## config.mk

```make
export PLATFORM = sky130hd
export DESIGN_NAME = instr_fetch_flat
export DESIGN_NICKNAME = d
export VERILOG_FILES = /design/src/rtl/instr_fetch_pkg.sv /design/src/rtl/instr_fetch_if.sv /design/src/rtl/instr_fetch_buf.sv /design/src/rtl/instr_fetch.sv /design/src/flat_wrapper.sv
export SDC_FILE = /design/constraint.sdc
export NUM_CORES = 1
export LEC_CHECK = 0
export ABC_AREA = 0
export ABC_CLOCK_PERIOD_IN_PS = 11200
export CAP_MARGIN = 10
export CORE_MARGIN = 5
export CORE_UTILIZATION = 40
export DETAILED_ROUTE_END_ITERATION = 8
export PLACE_DENSITY = 0.74
export SKIP_LAST_GASP = 1
export SLEW_MARGIN = 20
export SYNTH_ARGS = -nofsm -noshare
export SYNTH_HDL_FRONTEND = slang
export SYNTH_SLANG_ARGS = --single-unit
```

## constraint.sdc

```tcl
create_clock -name clk -period 11.2 [get_ports clk]
set_clock_uncertainty 0.2 [all_clocks]
set_input_delay 1.12 -clock clk [delete_from_list [all_inputs] [get_ports clk]]
set_output_delay 1.12 -clock clk [all_outputs]
set_load 0.02 [all_outputs]
```

## src/rtl/instr_fetch_pkg.sv

```systemverilog
// Shared definitions for the instruction fetch stage: fetch FSM encoding,
// fetch source selection and default widths.
package instr_fetch_pkg;

    localparam int PC_W_DEF      = 16;
    localparam int INSTR_W_DEF   = 32;
    localparam int BUF_DEPTH_DEF = 2;

    typedef enum logic [1:0] {
        ST_ISSUE    = 2'd0,
        ST_MEM_WAIT = 2'd1,
        ST_ROM_WAIT = 2'd2,
        ST_DRAIN    = 2'd3
    } fetch_state_e;

    typedef enum logic {
        SRC_ROM = 1'b0,
        SRC_MEM = 1'b1
    } fetch_src_e;

endpackage

```

## src/rtl/instr_fetch_if.sv

```systemverilog
// Fetch-stage bus bundle: mode inputs, redirect, external memory, boot ROM and
// decoder handoff. The fetch stage is the master; its environment is the slave.
interface instr_fetch_if
    import instr_fetch_pkg::*;
#(
    parameter int PC_W    = PC_W_DEF,
    parameter int INSTR_W = INSTR_W_DEF
);
    logic               boot_mode;
    logic               instr_mem_over;
    logic               br_valid;
    logic [PC_W-1:0]    br_target;
    logic               mem_req;
    logic [PC_W:0]      mem_addr;
    logic               mem_ack;
    logic [INSTR_W-1:0] mem_data;
    logic [PC_W-1:0]    rom_addr;
    logic [INSTR_W-1:0] rom_data;
    logic               if_valid;
    logic [INSTR_W-1:0] if_instr;
    logic [PC_W-1:0]    if_pc;
    logic               if_ready;

    modport master (
        input  boot_mode, instr_mem_over, br_valid, br_target,
        input  mem_ack, mem_data, rom_data, if_ready,
        output mem_req, mem_addr, rom_addr, if_valid, if_instr, if_pc
    );

    modport slave (
        output boot_mode, instr_mem_over, br_valid, br_target,
        output mem_ack, mem_data, rom_data, if_ready,
        input  mem_req, mem_addr, rom_addr, if_valid, if_instr, if_pc
    );

endinterface

```

## src/rtl/instr_fetch_buf.sv

```systemverilog
// Prefetch FIFO: synchronous, power-of-two depth, flush clears all entries.
// No bypass: a pushed word becomes visible at the head on the following cycle.
module instr_fetch_buf #(
    parameter int DEPTH = 2,
    parameter int WIDTH = 48
) (
    input  logic             clk,
    input  logic             rst_n,
    input  logic             flush_i,
    input  logic             push_i,
    input  logic [WIDTH-1:0] push_data_i,
    input  logic             pop_i,
    output logic [WIDTH-1:0] head_o,
    output logic             empty_o,
    output logic             full_o
);
    localparam int AW = $clog2(DEPTH);

    logic [WIDTH-1:0] mem_q [DEPTH];
    logic [AW-1:0]    rptr_q;
    logic [AW-1:0]    wptr_q;
    logic [AW:0]      count_q;
    logic             do_push;
    logic             do_pop;

    assign empty_o = (count_q == '0);
    assign full_o  = (count_q == (AW+1)'(DEPTH));
    assign head_o  = mem_q[rptr_q];

    assign do_push = push_i && (!full_o || pop_i);
    assign do_pop  = pop_i && !empty_o;

    always_ff @(posedge clk) begin
        if (!rst_n || flush_i) begin
            rptr_q  <= '0;
            wptr_q  <= '0;
            count_q <= '0;
        end else begin
            if (do_push) wptr_q <= wptr_q + 1'b1;
            if (do_pop)  rptr_q <= rptr_q + 1'b1;
            count_q <= count_q + {{AW{1'b0}}, do_push} - {{AW{1'b0}}, do_pop};
        end
    end

    // NOTE: storage is deliberately not reset; the count alone defines which entries are valid.
    always_ff @(posedge clk) begin
        if (do_push) mem_q[wptr_q] <= push_data_i;
    end

endmodule

```

## src/rtl/instr_fetch.sv

```systemverilog
// Instruction fetch stage: PC, fetch FSM choosing boot ROM or external memory,
// and a prefetch buffer flushed on every redirect.
module instr_fetch
    import instr_fetch_pkg::*;
#(
    parameter int PC_W      = PC_W_DEF,
    parameter int INSTR_W   = INSTR_W_DEF,
    parameter int BUF_DEPTH = BUF_DEPTH_DEF
) (
    input  logic          clk,
    input  logic          rst_n,
    instr_fetch_if.master bus
);
    localparam int ENTRY_W = INSTR_W + PC_W;

    fetch_state_e       state_q, state_d;
    fetch_src_e         src_q, src_d;
    logic [PC_W-1:0]    pc_q, pc_d;
    logic [PC_W-1:0]    issued_pc_q, issued_pc_d;
    logic [PC_W:0]      mem_addr_q, mem_addr_d;

    logic               push;
    logic [ENTRY_W-1:0] push_data;
    logic [ENTRY_W-1:0] head;
    logic               pop;
    logic               empty;
    logic               full;

    always_ff @(posedge clk) begin
        if (!rst_n) begin
            state_q     <= ST_ISSUE;
            src_q       <= SRC_ROM;
            pc_q        <= '0;
            issued_pc_q <= '0;
            mem_addr_q  <= '0;
        end else begin
            state_q     <= state_d;
            src_q       <= src_d;
            pc_q        <= pc_d;
            issued_pc_q <= issued_pc_d;
            mem_addr_q  <= mem_addr_d;
        end
    end

    // NOTE: every always_comb output gets a default first, so no path can infer a latch.
    always_comb begin
        state_d     = state_q;
        src_d       = src_q;
        pc_d        = pc_q;
        issued_pc_d = issued_pc_q;
        mem_addr_d  = mem_addr_q;
        push        = 1'b0;
        push_data   = {bus.rom_data, issued_pc_q};

        case (state_q)
            ST_ISSUE: begin
                // Only one fetch is ever in flight, so a free slot now is a free slot at push.
                if (!full && !bus.br_valid) begin
                    issued_pc_d = pc_q;
                    pc_d        = pc_q + 1'b1;
                    if (src_q == SRC_MEM) begin
                        mem_addr_d = {bus.instr_mem_over, pc_q};
                        state_d    = ST_MEM_WAIT;
                    end else begin
                        state_d    = ST_ROM_WAIT;
                    end
                end
            end
            ST_MEM_WAIT: begin
                push_data = {bus.mem_data, issued_pc_q};
                if (bus.mem_ack) begin
                    push    = !bus.br_valid;
                    state_d = ST_ISSUE;
                end else if (bus.br_valid) begin
                    state_d = ST_DRAIN;
                end
            end
            ST_ROM_WAIT: begin
                push    = !bus.br_valid;
                state_d = ST_ISSUE;
            end
            ST_DRAIN: begin
                if (bus.mem_ack) state_d = ST_ISSUE;
            end
            default: state_d = ST_ISSUE;
        endcase

        // A redirect is also where a pending boot-mode change is committed.
        if (bus.br_valid) begin
            pc_d  = bus.br_target;
            src_d = bus.boot_mode ? SRC_ROM : SRC_MEM;
        end
    end

    assign pop = bus.if_valid && bus.if_ready;

    instr_fetch_buf #(
        .DEPTH (BUF_DEPTH),
        .WIDTH (ENTRY_W)
    ) u_buf (
        .clk         (clk),
        .rst_n       (rst_n),
        .flush_i     (bus.br_valid),
        .push_i      (push),
        .push_data_i (push_data),
        .pop_i       (pop),
        .head_o      (head),
        .empty_o     (empty),
        .full_o      (full)
    );

    // The ROM is synchronous, so it must see the PC during the issue cycle itself.
    assign bus.rom_addr = pc_q;
    assign bus.mem_req  = (state_q == ST_MEM_WAIT) || (state_q == ST_DRAIN);
    assign bus.mem_addr = mem_addr_q;
    assign bus.if_valid = !empty;
    assign bus.if_instr = head[ENTRY_W-1:PC_W];
    assign bus.if_pc    = head[PC_W-1:0];

endmodule

```

## src/flat_wrapper.sv

```systemverilog
// flat-port wrapper written by rule: the top's interface ports become plain ports
module instr_fetch_flat import instr_fetch_pkg::*;
#(
    parameter int PC_W      = PC_W_DEF,
    parameter int INSTR_W   = INSTR_W_DEF,
    parameter int BUF_DEPTH = BUF_DEPTH_DEF
)
  (clk, rst_n, bus_boot_mode, bus_instr_mem_over, bus_br_valid, bus_br_target, bus_mem_ack, bus_mem_data, bus_rom_data, bus_if_ready, bus_mem_req, bus_mem_addr, bus_rom_addr, bus_if_valid, bus_if_instr, bus_if_pc);
  instr_fetch_if #(.PC_W(PC_W), .INSTR_W(INSTR_W)) bus_i ();
  input  logic clk;
  input  logic rst_n;
  input wire logic [$bits(bus_i.boot_mode)-1:0] bus_boot_mode;
  input wire logic [$bits(bus_i.instr_mem_over)-1:0] bus_instr_mem_over;
  input wire logic [$bits(bus_i.br_valid)-1:0] bus_br_valid;
  input wire logic [$bits(bus_i.br_target)-1:0] bus_br_target;
  input wire logic [$bits(bus_i.mem_ack)-1:0] bus_mem_ack;
  input wire logic [$bits(bus_i.mem_data)-1:0] bus_mem_data;
  input wire logic [$bits(bus_i.rom_data)-1:0] bus_rom_data;
  input wire logic [$bits(bus_i.if_ready)-1:0] bus_if_ready;
  output wire logic [$bits(bus_i.mem_req)-1:0] bus_mem_req;
  output wire logic [$bits(bus_i.mem_addr)-1:0] bus_mem_addr;
  output wire logic [$bits(bus_i.rom_addr)-1:0] bus_rom_addr;
  output wire logic [$bits(bus_i.if_valid)-1:0] bus_if_valid;
  output wire logic [$bits(bus_i.if_instr)-1:0] bus_if_instr;
  output wire logic [$bits(bus_i.if_pc)-1:0] bus_if_pc;
  assign bus_i.boot_mode = bus_boot_mode;
  assign bus_i.instr_mem_over = bus_instr_mem_over;
  assign bus_i.br_valid = bus_br_valid;
  assign bus_i.br_target = bus_br_target;
  assign bus_i.mem_ack = bus_mem_ack;
  assign bus_i.mem_data = bus_mem_data;
  assign bus_i.rom_data = bus_rom_data;
  assign bus_i.if_ready = bus_if_ready;
  assign bus_mem_req = bus_i.mem_req;
  assign bus_mem_addr = bus_i.mem_addr;
  assign bus_rom_addr = bus_i.rom_addr;
  assign bus_if_valid = bus_i.if_valid;
  assign bus_if_instr = bus_i.if_instr;
  assign bus_if_pc = bus_i.if_pc;
  instr_fetch #(.PC_W(PC_W), .INSTR_W(INSTR_W), .BUF_DEPTH(BUF_DEPTH)) u_core (.clk(clk), .rst_n(rst_n), .bus(bus_i));
endmodule
```

==> flow_summary.yaml, run 1 <==
run_status:
  status: "finished, final reports clean"
route:
  routedLengthMet1_mm: 6.47
  routed_via_density: 4.99
  drt_pass1_iterations: 4
  ant_nets: 0
  drtIter0Drc: 251
  vias: 4434
  wl_met2_mm: 7.11
  drc: 0
  wl_met3_mm: 1.23
  routedWlPerCell_um: 16.8
  routed.top_layer: "met4"
  routed_wl_mm: 14.9
power_and_ir_drop:
  vdd_drop_max_mv: 0.113
  clockPowerShare: 0.360
  power_leakage_nw: 3.03
  internal-power_w: 0.00104
  power_density_nw_per_um2: 154
  combPwrFrac: 0.161
  p_switching_w: 0.000333
  seq_power_share: 0.479
  p_sw_frac: 0.242
synth:
  syn_avg_cell_area_um2: 13.0
  syn_inst: 499
  synth_compound_area_frac: 0.0834
  netlist_area_um2: 6490
  synth.area.mux_share: 0.139
  synth_top_family_by_area: "multiplexers"
  synthAdderAreaFrac: 0.0154
  synthSimpleGateAreaFrac: 0.105
  syn-num-nets: 594
  synthDistinctLibCells: 49
  async_flop_share: 0
  synth-xor-area-share: 0.0148
  synthFlopType: "edfxtp_1"
  yosysSeqAreaShare: 0.620
  ys_seq_elements: 153
  synth_edf_count: 96
  ys_warn_count: 0
worst_hold_path:
  worstHoldStart: "u_core.bus.mem_addr[16]$_SDFFE_PN0P_"
  hold_class: "reg -> reg"
  worstHoldEndpoint: "u_core.bus.mem_addr[16]$_SDFFE_PN0P_"
  hold_depth: 2
clocking:
  post_cts_buffers: 0
  path_clk_slew_ps: 60
  cts.path.max_buffers: 2
  numCtsBuffers: 17
  cts_hold_buf: 0
  cts_tree: "yes"
  cts_root_buffer: "clkbuf_16"
  ctsResizeCount: 0
  cts.htree.levels: 4
  clock_latency_ps: 410
  clock_sink_count: 153
sta:
  worst_slew_pin_slew_ps: 1070
  layout_setup_ws_ps: 7570
  fin_crit_sh: 0.324
  relSlewSlack: 0.286
  fin_tns_setup_ps: 0
  period_minus_slack_ps: 3630
  finalHoldViolations: 0
  max_freq_ghz: 0.276
  rsz0062_at_grt: "no"
  setup_violations: 0
  slew_viol_final: 0
global_routing:
  antenna_found_initial: 0
  grt_max_degree: 49
  grt_pass1_vias: 4559
  grt_first_pass_wirelength_mm: 23.5
  track_usage: 0.160
  gr-total-overflow: 0
die:
  fp-row-count: 46
  die-area_um2: 18900
  coreArea_um2: 15900
  die_h_um: 137
  start_util: 0.409
  io_pins: 170
  die_w_um: 137
critical_path:
  start_kind: "input pin"
  crit_fanout: 33
  slowest_delay_ps: 950
  rrSetupSlack_ps: 8320
  cp.arrival_ps: 3760
  required_ps: 11330
  r2r_start: "u_core.state_q[1]$_SDFFE_PN0P_"
  crit_type: "in -> reg"
  r2r_end: "u_core.u_buf.count_q[1]$_SDFF_PP0_"
  worst_path_max_delay_cell: "and3_1"
  rr_worst_depth: 12
  end_kind: "flop"
  path_cells: "clkdlybuf4s50_1 -> inv_2 -> and3_1 -> nand3_1 -> a21boi_0"
flow_run:
  maxCapViolCount: 0
placed_design:
  dp_slack_ps: 7150
  dp.final_hpwl_mm: 10.7
  numPortBuffers: 169
  gp_congestion: 0.853
finish:
  layout.nets: 756
  drive_gt1_frac: 0.183
  areaGrowthSynthToFinish_pct: 37.4
  diodes: 0
-- synth_stat cells (6+ instances only) --
cell      instances  area (um2)
a21boi_1          9        67.6
clkbuf_1         16        60.1
a21oi_1           8        40.0
nand2_1          60         225
a21boi_0         24         180
edfxtp_1         96        2880
xnor2_1           7        61.3
o21ai_0          13        65.1
buf_1             6        22.5
buf_2             8        40.0
ha_1              8         100
nand3_1          23         115
mux2_2           80         901
and3_1            6        37.5
dfxtp_1          57        1140
nor2_1            6        22.5
nand2b_1          6        37.5
-- layer usage --
metal	up-vias	GRT usage
met1	2111	0.200
met5	-	0
met2	149	0.265
met3	12	0.0526
li1	2162	-
met4	0	0.0477
-- critical path, delay by kind of cell --
family / cells / cell delay, ps
buf+inv: 2 / 1300
compound gates: 1 / 220
simple gates: 2 / 1110
-- power groups by stage --
stage	combinational, W	clock [W]	sequential, W
after floorplan	0.000125	0	0.000668
after global placement	0.000217	0	0.000668
after detailed placement	0.000223	0	0.000670
after global routing	0.000240	0.000534	0.000662
after CTS	0.000224	0.000506	0.000659
final	0.000221	0.000495	0.000659
-- worst max-delay path by stage --
stage	cells after the start	slack, ps	to	from
floorplan	4	6900	u_core.u_buf.mem_q[0][0]$_DFFE_PP_	bus_br_valid
global placement	4	7070	u_core.u_buf.mem_q[1][29]$_DFFE_PP_	bus_br_valid
detailed placement	5	7150	u_core.bus.mem_addr[3]$_SDFFE_PN0P_	bus_br_valid
CTS	2	7280	bus_if_pc[8]	flop
global route	5	7320	u_core.issued_pc_q[14]$_SDFFE_PN0N_	bus_br_valid
finish	5	7570	u_core.bus.mem_addr[3]$_SDFFE_PN0P_	bus_br_valid
-- cells by family (layout without fill, tap and decap cells) --
family / Yosys count / after routing
buffers and inverters: 36 / 210
AOI/OAI and AO/OA: 76 / 76
DFF: 153 / 153
and+or+nand+nor: 135 / 135
adders and majority gates: 8 / 8
muxes: 80 / 80
xor gates and xnor gates: 11 / 11
-- stage by stage --
| step | hold WS (ps) | std cells | util | instance area [um2] | total power, W |
|---|---|---|---|---|---|
| 6_report | 257 | 889 | 0.562 | 8920 | 0.00138 |
| 5_1_grt | 264 | 889 | 0.562 | 8920 | 0.00144 |
| 4_1_cts | 258 | 889 | 0.562 | 8920 | 0.00139 |
| 3_5_place_dp | 245 | 858 | 0.530 | 8410 | 0.000893 |
| 3_3_place_gp | 236 | 856 | 0.526 | 8360 | 0.000885 |
| 2_1_floorplan | 225 | 499 | - | 6490 | 0.000793 |
-- state kept, by name (all words and copies together) (netlist names), 2 cells and up, named ones only --
register / cells
u_core.state_q: 2
u_core.bus.rom_addr: 16
u_core.u_buf.count_q: 2
u_core.u_buf.mem_q: 96
u_core.issued_pc_q: 16
u_core.bus.mem_addr: 17
-- final cells by class --
class                   count  area (um2)
fillers                  1318        6960
flip-flops and latches    153        4030
multi-input cells         310        2330
repair buffers            174        1770
clock buffers              27         487
well taps                 216         270
clock inverters             4        21.3
inverters                   5        18.8
-- cells in the final DEF (no fill, tap or decap), types with 2 or more instances in the layout --
master	netlist	layout
clkinv_2	0	3
o211ai_1	2	2
a21oi_1	8	8
o221a_2	2	2
nor2_1	6	5
clkbuf_1	16	7
a21boi_1	9	9
buf_4	1	3
nand2b_1	6	6
clkdlybuf4s50_1	0	169
xnor2_1	7	7
edfxtp_1	96	96
nand3_2	2	2
or2_2	2	2
ha_1	8	8
clkbuf_16	0	17
dfxtp_1	57	56
clkbuf_8	0	2
a31oi_1	4	4
or4_1	3	3
nand3_1	23	23
o21ai_0	13	13
xor2_1	4	4
o211a_1	5	5
inv_1	4	4
and2_1	4	3
nor3b_1	2	2
nor2b_1	2	2
and3_1	6	6
mux2_2	80	80
nand4_1	5	5
o31ai_1	2	2
a21boi_0	24	24
buf_16	0	2
nand2_1	60	60
nor3_1	3	3
or3_1	4	4
Note: power is estimated with default switching activity, not from simulation.
==> run 2: changes to the inputs <==
ABC_CLOCK_PERIOD_IN_PS = 3000   (was 11200)
PLACE_DENSITY = 0.76   (was 0.74)
clock period = 3 ns   (was 11.2 ns; I/O delays follow)
==> flow_summary.yaml, run 2 (synthesis gave the netlist of run 1 again) <==
run_status:
  status: "finished, final reports clean"
clocking:
  cts_tree: "yes"
  clock_latency_ps: 410
  cts.htree.levels: 4
  post_cts_buffers: 0
  clock_sink_count: 153
  numCtsBuffers: 17
  cts_hold_buf: 0
  cts.path.max_buffers: 2
  path_clk_slew_ps: 60
  ctsResizeCount: 0
  cts_root_buffer: "clkbuf_16"
die:
  start_util: 0.409
  io_pins: 170
  fp-row-count: 46
  die-area_um2: 18900
  coreArea_um2: 15900
  die_h_um: 137
  die_w_um: 137
finish:
  largest_reg_flops: 96
  seq_area_um2: 4030
  finalNonFillerCells: 896
  areaGrowthSynthToFinish_pct: 39.8
  finalInstanceArea_um2: 9080
  final_core_util: 0.572
  layout.nets: 762
  top_register: "u_core.u_buf.mem_q"
  final_common_cell: "clkdlybuf4s50_1"
  fillers: 1285
  drive_gt1_frac: 0.196
  diodes: 0
  multiInputGateArea_um2: 2330
  final_cell_mix: "clkdlybuf4s50_1, edfxtp_1, mux2_2, nand2_1, dfxtp_1"
global_routing:
  grt_first_pass_wirelength_mm: 24.4
  antenna_found_initial: 0
  grt_max_degree: 49
  track_usage: 0.167
  grt_pass1_vias: 4655
  gr-total-overflow: 0
critical_path:
  start_kind: "flop"
  cp.arrival_ps: 2270
  required_ps: 2500
  crit_type: "reg -> out"
  slowest_delay_ps: 540
  end_kind: "output pin"
  worst_path_max_delay_cell: "clkdlybuf4s50_1"
  crit_fanout: 35
  path_cells: "inv_1 -> ha_1 -> buf_4 -> or2_2 -> clkdlybuf4s50_1"
route:
  drtIter0Drc: 411
  routedWlPerCell_um: 17.5
  vias: 4589
  routed_via_density: 5.12
  routed_wl_mm: 15.7
  ant_nets: 0
  drc: 0
  drt_pass1_iterations: 6
power_and_ir_drop:
  seq_power_share: 0.444
  internal-power_w: 0.00422
  power_leakage_nw: 3.10
  p_switching_w: 0.00131
  vdd_drop_max_mv: 0.393
  p_sw_frac: 0.237
  clockPowerShare: 0.401
  combPwrFrac: 0.155
  power_density_nw_per_um2: 609
placed_design:
  numPortBuffers: 169
  dp.final_hpwl_mm: 11.1
  dp_slack_ps: 417
  gp_congestion: 0.821
  placed_area_um2: 8460
  placed_cells: 864
sta:
  rsz0062_at_grt: "no"
  layout_setup_ws_ps: 229
  fin_tns_setup_ps: 0
  relSlewSlack: 0.491
  setup_violations: 0
  fin_crit_sh: 0.924
  max_freq_ghz: 0.361
  period_minus_slack_ps: 2770
  finalHoldViolations: 0
  slew_viol_final: 0
  worst_slew_pin_slew_ps: 761
worst_hold_path:
  hold_class: "reg -> reg"
flow_run:
  maxCapViolCount: 0
==> run 2: changes by cell type in the layout (fill, tap and decap cells not counted), moves of 2 or more <==
cell and change:
buf_16 -2, buf_4 +5, clkbuf_1 -4, clkinvlp_4 +3, clkinv_4 +2, buf_12 +3, bufinv_16 +4, clkinv_2 -3
==> run 2: layer usage <==
metal | global-route usage | share of wire | vias up
li1 | - | - | 2181
met1 | 0.200 | 0.39 | 2146
met2 | 0.281 | 0.49 | 219
met3 | 0.0526 | 0.092 | 43
met4 | 0.0604 | 0.023 | 0
met5 | 0 | 0 | -
==> run 2: final timing paths <==
| kind | from | endpoint | slack [ps] | cells after the start |
|---|---|---|---|---|
| min | u_core.issued_pc_q[7]$_SDFFE_PN0N_ | u_core.u_buf.mem_q[1][7]$_DFFE_PP_ | 260 | 0 |
| max | u_core.state_q[1]$_SDFFE_PN0P_ | bus_mem_req | 230 | 5 |
| min reg2reg | u_core.issued_pc_q[7]$_SDFFE_PN0N_ | u_core.u_buf.mem_q[1][7]$_DFFE_PP_ | 260 | 0 |
| max reg2reg | u_core.state_q[1]$_SDFFE_PN0P_ | u_core.u_buf.count_q[1]$_SDFF_PP0_ | 450 | 11 |
==> run 2: metrics by stage <==
step	total power, W	hold slack, ps
4_1_cts	0.00559	256
6_report	0.00553	258
3_3_place_gp	0.00332	236
2_1_floorplan	0.00296	225
3_5_place_dp	0.00336	247
5_1_grt	0.00576	269
==> run 2: layout make-up <==
cell class	count	share of cell area
clock inverters	11	0.0190
repair buffers	180	0.200
inverters	5	0.00207
flip-flops and latches	153	0.443
well taps	216	0.0298
clock buffers	21	0.0496
multi-input cells	310	0.257
==> run 2: power by group through the flow <==
| stage | Combinational (W) | Clock, W | Sequential, W |
|---|---|---|---|
| 6_report | 0.000859 | 0.00222 | 0.00245 |
| 5_1_grt | 0.000931 | 0.00237 | 0.00246 |
| 2_1_floorplan | 0.000467 | 0 | 0.00249 |
| 3_3_place_gp | 0.000835 | 0 | 0.00249 |
| 4_1_cts | 0.000870 | 0.00227 | 0.00245 |
| 3_5_place_dp | 0.000863 | 0 | 0.00250 |
==> run 2: worst max-delay path: cells and delay by family (launching register included) <==
family	cells	cell delay [ps]
buffers and inverters	3	920
flip-flops	1	400
AND/OR/NAND/NOR	1	350
adder cells (fa/ha/maj)	1	200
==> run 3: changes to the inputs <==
ABC_CLOCK_PERIOD_IN_PS = 3580   (was 3000)
PLACE_DENSITY = 0.74   (was 0.76)
clock period = 3.58 ns   (was 3 ns; I/O delays follow)
==> flow_summary.yaml, run 3 (synthesis gave the netlist of run 1 again) <==
finish:
  final_common_cell: "clkdlybuf4s50_1"
  diodes: 0
  largest_reg_flops: 96
  final_cell_mix: "clkdlybuf4s50_1, edfxtp_1, mux2_2, nand2_1, dfxtp_1"
  finalInstanceArea_um2: 9060
  layout.nets: 761
  top_register: "u_core.u_buf.mem_q"
  areaGrowthSynthToFinish_pct: 39.5
  drive_gt1_frac: 0.193
sta:
  slew_viol_final: 0
  setup_violations: 0
  max_freq_ghz: 0.353
  finalHoldViolations: 0
  worst_slew_pin_slew_ps: 760
  fin_tns_setup_ps: 0
  layout_setup_ws_ps: 750
  fin_crit_sh: 0.791
  rsz0062_at_grt: "no"
  relSlewSlack: 0.492
  period_minus_slack_ps: 2830
clocking:
  ctsResizeCount: 0
  post_cts_buffers: 0
  cts.htree.levels: 4
  clock_sink_count: 153
  clock_latency_ps: 410
  cts_hold_buf: 0
  cts_tree: "yes"
  numCtsBuffers: 17
  path_clk_slew_ps: 60
  cts.path.max_buffers: 2
  cts_root_buffer: "clkbuf_16"
route:
  routed_via_density: 5.02
  drt_pass1_iterations: 4
  drtIter0Drc: 259
  routed_wl_mm: 15.0
  drc: 0
  ant_nets: 0
  routedWlPerCell_um: 16.8
  vias: 4497
critical_path:
  required_ps: 3020
  worst_path_max_delay_cell: "clkdlybuf4s50_1"
  end_kind: "output pin"
  slowest_delay_ps: 540
  path_cells: "inv_1 -> ha_1 -> buf_4 -> or2_2 -> clkdlybuf4s50_1"
  start_kind: "flop"
  cp.arrival_ps: 2270
  path_delay_family: "buffers and inverters"
  crit_buf_inv: 3
  crit_fanout: 35
  crit_type: "reg -> out"
die:
  die_w_um: 137
  fp-row-count: 46
  die-area_um2: 18900
  start_util: 0.409
  coreArea_um2: 15900
  io_pins: 170
  die_h_um: 137
power_and_ir_drop:
  total_power_w: 0.00467
  vdd_drop_max_mv: 0.312
  power_leakage_nw: 3.09
  power_density_nw_per_um2: 515
global_routing:
  antenna_found_initial: 0
  grt_pass1_vias: 4563
  gr-total-overflow: 0
  grt_max_degree: 49
  grt_first_pass_wirelength_mm: 23.2
  track_usage: 0.158
placed_design:
  gp_congestion: 0.879
  dp_slack_ps: 837
  numPortBuffers: 169
  dp.final_hpwl_mm: 10.6
  placed_area_um2: 8420
run_status:
  status: "finished, final reports clean"
flow_run:
  maxCapViolCount: 0
worst_hold_path:
  hold_class: "reg -> reg"
==> run 3: cell count changes in the layout (fill, tap and decap cells not counted), sizes merged <==
cell | previous run | this run
buf | 11 | 10
bufinv | 4 | 5
clkbuf | 21 | 20
clkinv | 3 | 2
inv | 6 | 7
==> run 3: per-stage QoR <==
stage | util | hold WS (ps) | instances
2_1_floorplan | - | 225 | 499
3_3_place_gp | 0.530 | 235 | 863
3_5_place_dp | 0.530 | 241 | 863
4_1_cts | 0.570 | 255 | 895
5_1_grt | 0.570 | 260 | 895
6_report | 0.570 | 251 | 895
==> run 3: area by class of cell <==
cell class | count | area (um2)
multi-input cells | 310 | 2330
repair buffers | 179 | 1780
well taps | 216 | 270
clock inverters | 12 | 198
clock buffers | 20 | 437
flip-flops and latches | 153 | 4030
inverters | 5 | 18.8
fillers | 1317 | 6830
==> run 3: worst paths after layout <==
check	startpoint	slack, ps	to	cells after the start
max	u_core.state_q[1]$_SDFFE_PN0P_	750	bus_mem_req	5
min	u_core.issued_pc_q[13]$_SDFFE_PN0N_	250	u_core.u_buf.mem_q[0][13]$_DFFE_PP_	0
min reg2reg	u_core.issued_pc_q[13]$_SDFFE_PN0N_	250	u_core.u_buf.mem_q[0][13]$_DFFE_PP_	0
max reg2reg	u_core.state_q[0]$_SDFFE_PN0P_	970	u_core.u_buf.mem_q[1][6]$_DFFE_PP_	6
==> run 3: report_power, final <==
group          internal [W]  leakage [nW]  switching, W
clock network       0.00124         0.296      0.000669
logic              0.000355          1.47      0.000354
registers           0.00199          1.33     0.0000668
==> run 3: per-layer routing <==
layer | vias to the layer above | GRT usage | routed length, um | share of wire
met5 | - | 0 | 0 | 0
met4 | 0 | 0.0532 | 219 | 0.015
met3 | 22 | 0.0493 | 1410 | 0.094
met2 | 186 | 0.260 | 7090 | 0.47
met1 | 2108 | 0.196 | 6300 | 0.42
li1 | 2181 | - | - | -
